[src/rtl/uart_pkg.sv]
// rtl/uart_pkg.sv - shared UART constants and transmit-drain FSM state type
package uart_pkg;

    localparam int CLOCK_FREQ   = 50_000_000;
    localparam int BAUD_RATE    = 115200;
    localparam int CLKS_PER_BIT = CLOCK_FREQ / BAUD_RATE;

    typedef enum logic [1:0] {
        TX_IDLE,
        TX_START,
        TX_WAIT_BUSY,
        TX_WAIT_DONE
    } tx_fifo_state_t;

endpackage

[src/rtl/sync_fifo.sv]
// rtl/sync_fifo.sv - circular-buffer byte FIFO with occupancy counter
module sync_fifo #(
    parameter int DEPTH  = 16,
    parameter int DATA_W = 8
) (
    input  logic                   clk_i,
    input  logic                   rst_ni,
    input  logic [DATA_W-1:0]      wr_data_i,
    input  logic                   wr_en_i,
    input  logic                   rd_en_i,
    output logic [DATA_W-1:0]      rd_data_o,
    output logic                   full_o,
    output logic                   empty_o,
    output logic [$clog2(DEPTH):0] count_o,
    output logic                   overflow_o
);

    localparam int PTR_W = $clog2(DEPTH);
    localparam int CNT_W = PTR_W + 1;
    localparam logic [CNT_W-1:0] FULL_CNT = CNT_W'(DEPTH);

    logic [DATA_W-1:0] mem_q [DEPTH];
    logic [PTR_W-1:0]  wr_ptr_q, wr_ptr_d;
    logic [PTR_W-1:0]  rd_ptr_q, rd_ptr_d;
    logic [CNT_W-1:0]  count_q, count_d;
    logic              wr_accept;
    logic              rd_accept;

    assign full_o     = (count_q == FULL_CNT);
    assign empty_o    = (count_q == '0);
    assign count_o    = count_q;
    assign rd_data_o  = mem_q[rd_ptr_q];

    // A write into a full FIFO is refused even when a pop frees a slot this cycle.
    assign wr_accept  = wr_en_i & ~full_o;
    assign rd_accept  = rd_en_i & ~empty_o;
    assign overflow_o = wr_en_i & full_o;

    // DEPTH is a power of two, so pointer increments wrap DEPTH-1 -> 0 naturally.
    always_comb begin
        wr_ptr_d = wr_ptr_q;
        rd_ptr_d = rd_ptr_q;
        count_d  = count_q;
        if (wr_accept) begin
            wr_ptr_d = wr_ptr_q + 1'b1;
        end
        if (rd_accept) begin
            rd_ptr_d = rd_ptr_q + 1'b1;
        end
        case ({wr_accept, rd_accept})
            2'b10:   count_d = count_q + 1'b1;
            2'b01:   count_d = count_q - 1'b1;
            default: count_d = count_q;
        endcase
    end

    always_ff @(posedge clk_i or negedge rst_ni) begin
        if (!rst_ni) begin
            wr_ptr_q <= '0;
            rd_ptr_q <= '0;
            count_q  <= '0;
        end else begin
            wr_ptr_q <= wr_ptr_d;
            rd_ptr_q <= rd_ptr_d;
            count_q  <= count_d;
        end
    end

    always_ff @(posedge clk_i) begin
        if (wr_accept) begin
            mem_q[wr_ptr_q] <= wr_data_i;
        end
    end

endmodule

[src/rtl/uart_tx_fifo.sv]
// rtl/uart_tx_fifo.sv - byte FIFO that drains itself into a uart_tx one byte at a time
module uart_tx_fifo
    import uart_pkg::*;
#(
    parameter int DEPTH  = 16,
    parameter int DATA_W = 8
) (
    input  logic                   clk,
    input  logic                   rst,
    input  logic [DATA_W-1:0]      wr_data,
    input  logic                   wr_en,
    output logic                   full,
    output logic                   empty,
    output logic [$clog2(DEPTH):0] count,
    output logic                   overflow,
    output logic [DATA_W-1:0]      tx_data,
    output logic                   tx_start,
    input  logic                   tx_busy
);

    tx_fifo_state_t    state_q, state_d;
    logic [DATA_W-1:0] tx_data_q, tx_data_d;
    logic [DATA_W-1:0] head_data;
    logic              pop;

    sync_fifo #(
        .DEPTH  (DEPTH),
        .DATA_W (DATA_W)
    ) u_fifo (
        .clk_i      (clk),
        .rst_ni     (rst),
        .wr_data_i  (wr_data),
        .wr_en_i    (wr_en),
        .rd_en_i    (pop),
        .rd_data_o  (head_data),
        .full_o     (full),
        .empty_o    (empty),
        .count_o    (count),
        .overflow_o (overflow)
    );

    // The head byte is captured as it is popped, so tx_data stays put for the whole transfer.
    always_comb begin
        state_d   = state_q;
        tx_data_d = tx_data_q;
        pop       = 1'b0;
        case (state_q)
            TX_IDLE: begin
                if (!empty && !tx_busy) begin
                    state_d   = TX_START;
                    tx_data_d = head_data;
                    pop       = 1'b1;
                end
            end
            TX_START: begin
                state_d = TX_WAIT_BUSY;
            end
            TX_WAIT_BUSY: begin
                if (tx_busy) begin
                    state_d = TX_WAIT_DONE;
                end
            end
            TX_WAIT_DONE: begin
                if (!tx_busy) begin
                    state_d = TX_IDLE;
                end
            end
            default: begin
                state_d = TX_IDLE;
            end
        endcase
    end

    always_ff @(posedge clk or negedge rst) begin
        if (!rst) begin
            state_q   <= TX_IDLE;
            tx_data_q <= '0;
        end else begin
            state_q   <= state_d;
            tx_data_q <= tx_data_d;
        end
    end

    assign tx_start = (state_q == TX_START);
    assign tx_data  = tx_data_q;

endmodule
[config.mk]
export PLATFORM = sky130hd
export DESIGN_NAME = uart_tx_fifo
export DESIGN_NICKNAME = d
export VERILOG_FILES = /design/src/rtl/uart_pkg.sv /design/src/rtl/sync_fifo.sv /design/src/rtl/uart_tx_fifo.sv
export SDC_FILE = /design/constraint.sdc
export NUM_CORES = 1
export LEC_CHECK = 0
export ABC_AREA = 1
export CAP_MARGIN = 40
export CELL_PAD_IN_SITES_DETAIL_PLACEMENT = 0
export CELL_PAD_IN_SITES_GLOBAL_PLACEMENT = 2
export CORE_MARGIN = 2
export CORE_UTILIZATION = 41
export CTS_BUF_LIST = sky130_fd_sc_hd__clkbuf_8
export CTS_CLUSTER_DIAMETER = 30
export DETAILED_ROUTE_END_ITERATION = 10
export GPL_TIMING_DRIVEN = 0
export PLACE_DENSITY_LB_ADDON = 0.1
export SETUP_SLACK_MARGIN = 0.15
export SLEW_MARGIN = 20
export SYNTH_ARGS = -nofsm -noshare
export SYNTH_HDL_FRONTEND = slang
export SYNTH_HIERARCHICAL = 1
export SYNTH_SLANG_ARGS = --single-unit
[constraint.sdc]
create_clock -name clk -period 3.2 [get_ports clk]
set_input_delay 0.8 -clock clk [delete_from_list [all_inputs] [get_ports clk]]
set_output_delay 0.8 -clock clk [all_outputs]
set_load 0.01 [all_outputs]
==> impl_metrics.env <==
export IMPL_num_antenna_cells=0
export IMPL_cts_tree="done"
export IMPL_final_cell_mix="254 x nand2_1, 128 x edfxtp_1, 75 x inv_1"
export IMPL_htree_levels=4
export IMPL_drc=0
export IMPL_synthDistinctLibCells=25
export IMPL_antenna_found_initial=0
export IMPL_nNetsFinal=762
export IMPL_cts_inserted_buffers=17
export IMPL_gp_congestion=0.792
export IMPL_portBuffers=28
export IMPL_cts_max_path_buffers=2
export IMPL_critical_path_class="flop to primary output"
export IMPL_critical_path_arrival_ns=2.00
export IMPL_area_growth_pct=15.3
export IMPL_synthFlopType="edfxtp_1"
export IMPL_status="completed"
export IMPL_dieArea_um2=17600
export IMPL_cts_clk_slew_worst_paths_ns=0.08
export IMPL_grt_pass1_vias=4366
export IMPL_ant_nets=0
export IMPL_fin_crit_ns=2.80
export IMPL_drive_above_1_share_pct=11.2
export IMPL_grt_max_degree=24
export IMPL_rows=47
export IMPL_max_freq_mhz=358
export IMPL_slew_headroom_pct=41.8
export IMPL_ios=29
export IMPL_coreArea_um2=16400
export IMPL_async_reset_ff_share_pct=15.2
export IMPL_critPathRequiredTime_ns=2.40
export IMPL_ys_ff_latch=151
export IMPL_grt_overflow_total=0
export IMPL_hold_class="input pin to asynchronous set/reset pin"
export IMPL_dieHeight_um=133
export IMPL_setup_viol=0
export IMPL_cp_max_fo=4
export IMPL_ys_seq_area_share_pct=65.1
export IMPL_die_w_um=133
export IMPL_syn_inst=682
export IMPL_wire_per_inst_um=16.6
export IMPL_drt_wl_total_mm=16.1
export IMPL_initial_utilization_pct=41.4
export IMPL_fin_crit_sh_pct=87.4
export IMPL_grt_pass1_wl_mm=24.7
export IMPL_skew_ns=0.0114
export IMPL_pre_cts_slack_ns=-0.307
export IMPL_maxCapViolations=0
export IMPL_clockRootBuffer="clkbuf_8"
export IMPL_finalSetupTns_ns=0
export IMPL_fillCellCount=1538
export IMPL_end_kind="primary output"
export IMPL_crit_path_start_kind="flop"
export IMPL_yosysWarnings=6
export IMPL_cts_sink_count=151
export IMPL_dp_hpwl_mm=11.0
export IMPL_dr_pass1_iters=4
export IMPL_synth_area_per_cell_um2=9.95
export IMPL_ir_drop_mv=0.358
export IMPL_grtUsageTotal_pct=19.3
export IMPL_synth_edff_count=128
export IMPL_hold_violations=0
export IMPL_drt_iter0_drc=238
export IMPL_fin_ws_ns=0.404
export IMPL_power_mw=6.77
export IMPL_p_leak_nw=3.39
export IMPL_routed_via_density=4.62
export IMPL_worstMarginPinSlew_ns=0.871
export IMPL_netlist_area_um2=6790
export IMPL_drv_slew=0
export IMPL_synth_fp_nets=709
export IMPL_num_vias=4476
export IMPL_power_density_nw_per_um2=866
export IMPL_clkLatencyLatePin_ns=0.45
export IMPL_rsz0062_at_grt="no"
export IMPL_final_common_cell="nand2_1"
report_power, final:
part / switching, mW / internal, mW / total, mW
clock network: 0.727 / 0.854 / 1.58
logic: 1.73 / 0.877 / 2.60
registers: 0.156 / 2.43 / 2.59
cells by family after synthesis:
group	count (synthesis)	synth area share, %
compound gates	6	0.442
xor+xnor	8	1.03
fa+ha+maj	15	2.88
buf+inv	99	6.07
flops	151	65.1
simple gates	403	24.5
state kept, by name, indices dropped and copies added, names as in the netlist:
signal           count
tx_data              8
u_fifo/count_o       5
u_fifo/mem_q       128
u_fifo/wr_ptr_q      4
u_fifo/rd_ptr_q      4
state_q              2
critical path: stages (launching register included):
cell and delay [ns]:
dfrtp_1 0.44, inv_1 0.14, nand4_1 0.22, inv_1 0.19, clkdlybuf4s50_1 0.56
cell usage after synthesis (3+ instances only):
cell	instances	area share, %
xor2_1	5	0.65
nor2_1	66	3.7
edfxtp_1	128	57
inv_1	74	4.1
nand3_1	55	4.1
ha_1	14	2.6
o21ai_0	5	0.37
clkbuf_1	3	0.17
nand2_2	17	1.6
xnor2_1	3	0.39
nand4_1	3	0.28
buf_2	14	1.0
nand2_1	255	14
dfrtp_1	23	8.5
nor2_2	3	0.28
inv_2	3	0.17
layer usage:
metal  GRT usage (%)  wire length (um)  vias up
met5               0                 0        -
met4            5.97               231        0
met3            4.29               401       14
met2            29.5              7340       52
met1            27.5              8110     2133
li1                -                 -     2277
final timing paths:
kind,from,end,slack (ns),depth (start not counted)
worst max-delay path,u_fifo/count_o[0],empty,0.40,4
worst min-delay path,rst,tx_data[7],0.34,1
worst max register to register,u_fifo/count_o[0],u_fifo/count_o[4],0.44,19
worst min register to register,tx_data[4],tx_data[4],0.50,2
max in group asynchronous,rst,u_fifo/wr_ptr_q[3],2.48,1
min in group clk,tx_data[4],tx_data[4],0.50,2
final cells by class:
class                           instances  area [um2]  share of cell area (%)
Buffer                                 21         111                    1.42
Clock buffer                           17         234                    2.99
Clock inverter                         15         200                    2.56
Inverter                               78         300                    3.84
Multi-Input combinational cell        432        1960                    25.0
Sequential cell                       151        4420                    56.5
Tap cell                              220         275                    3.52
Timing Repair Buffer                   34         324                    4.14
through the flow:
stage / instances / cell area [um2] / hold WS (ns) / utilization, %
after floorplan: 682 / 6790 / 0.490 / -
after CTS: 962 / 7770 / 0.340 / 47.4
after global routing: 968 / 7820 / 0.358 / 47.7
after global placement: 930 / 7340 / 0.480 / 44.7
final: 968 / 7820 / 0.339 / 47.7
after detailed placement: 930 / 7340 / 0.482 / 44.7
what timing repair did:
item,4_1_cts,5_1_grt
buffers inserted,0,2
hold buffers,0,0
endpoints found under the setup margin,1,3
gates resized for setup,1,2
pin swaps,0,1
No activity file was read; power rests on OpenSTA's default activity.
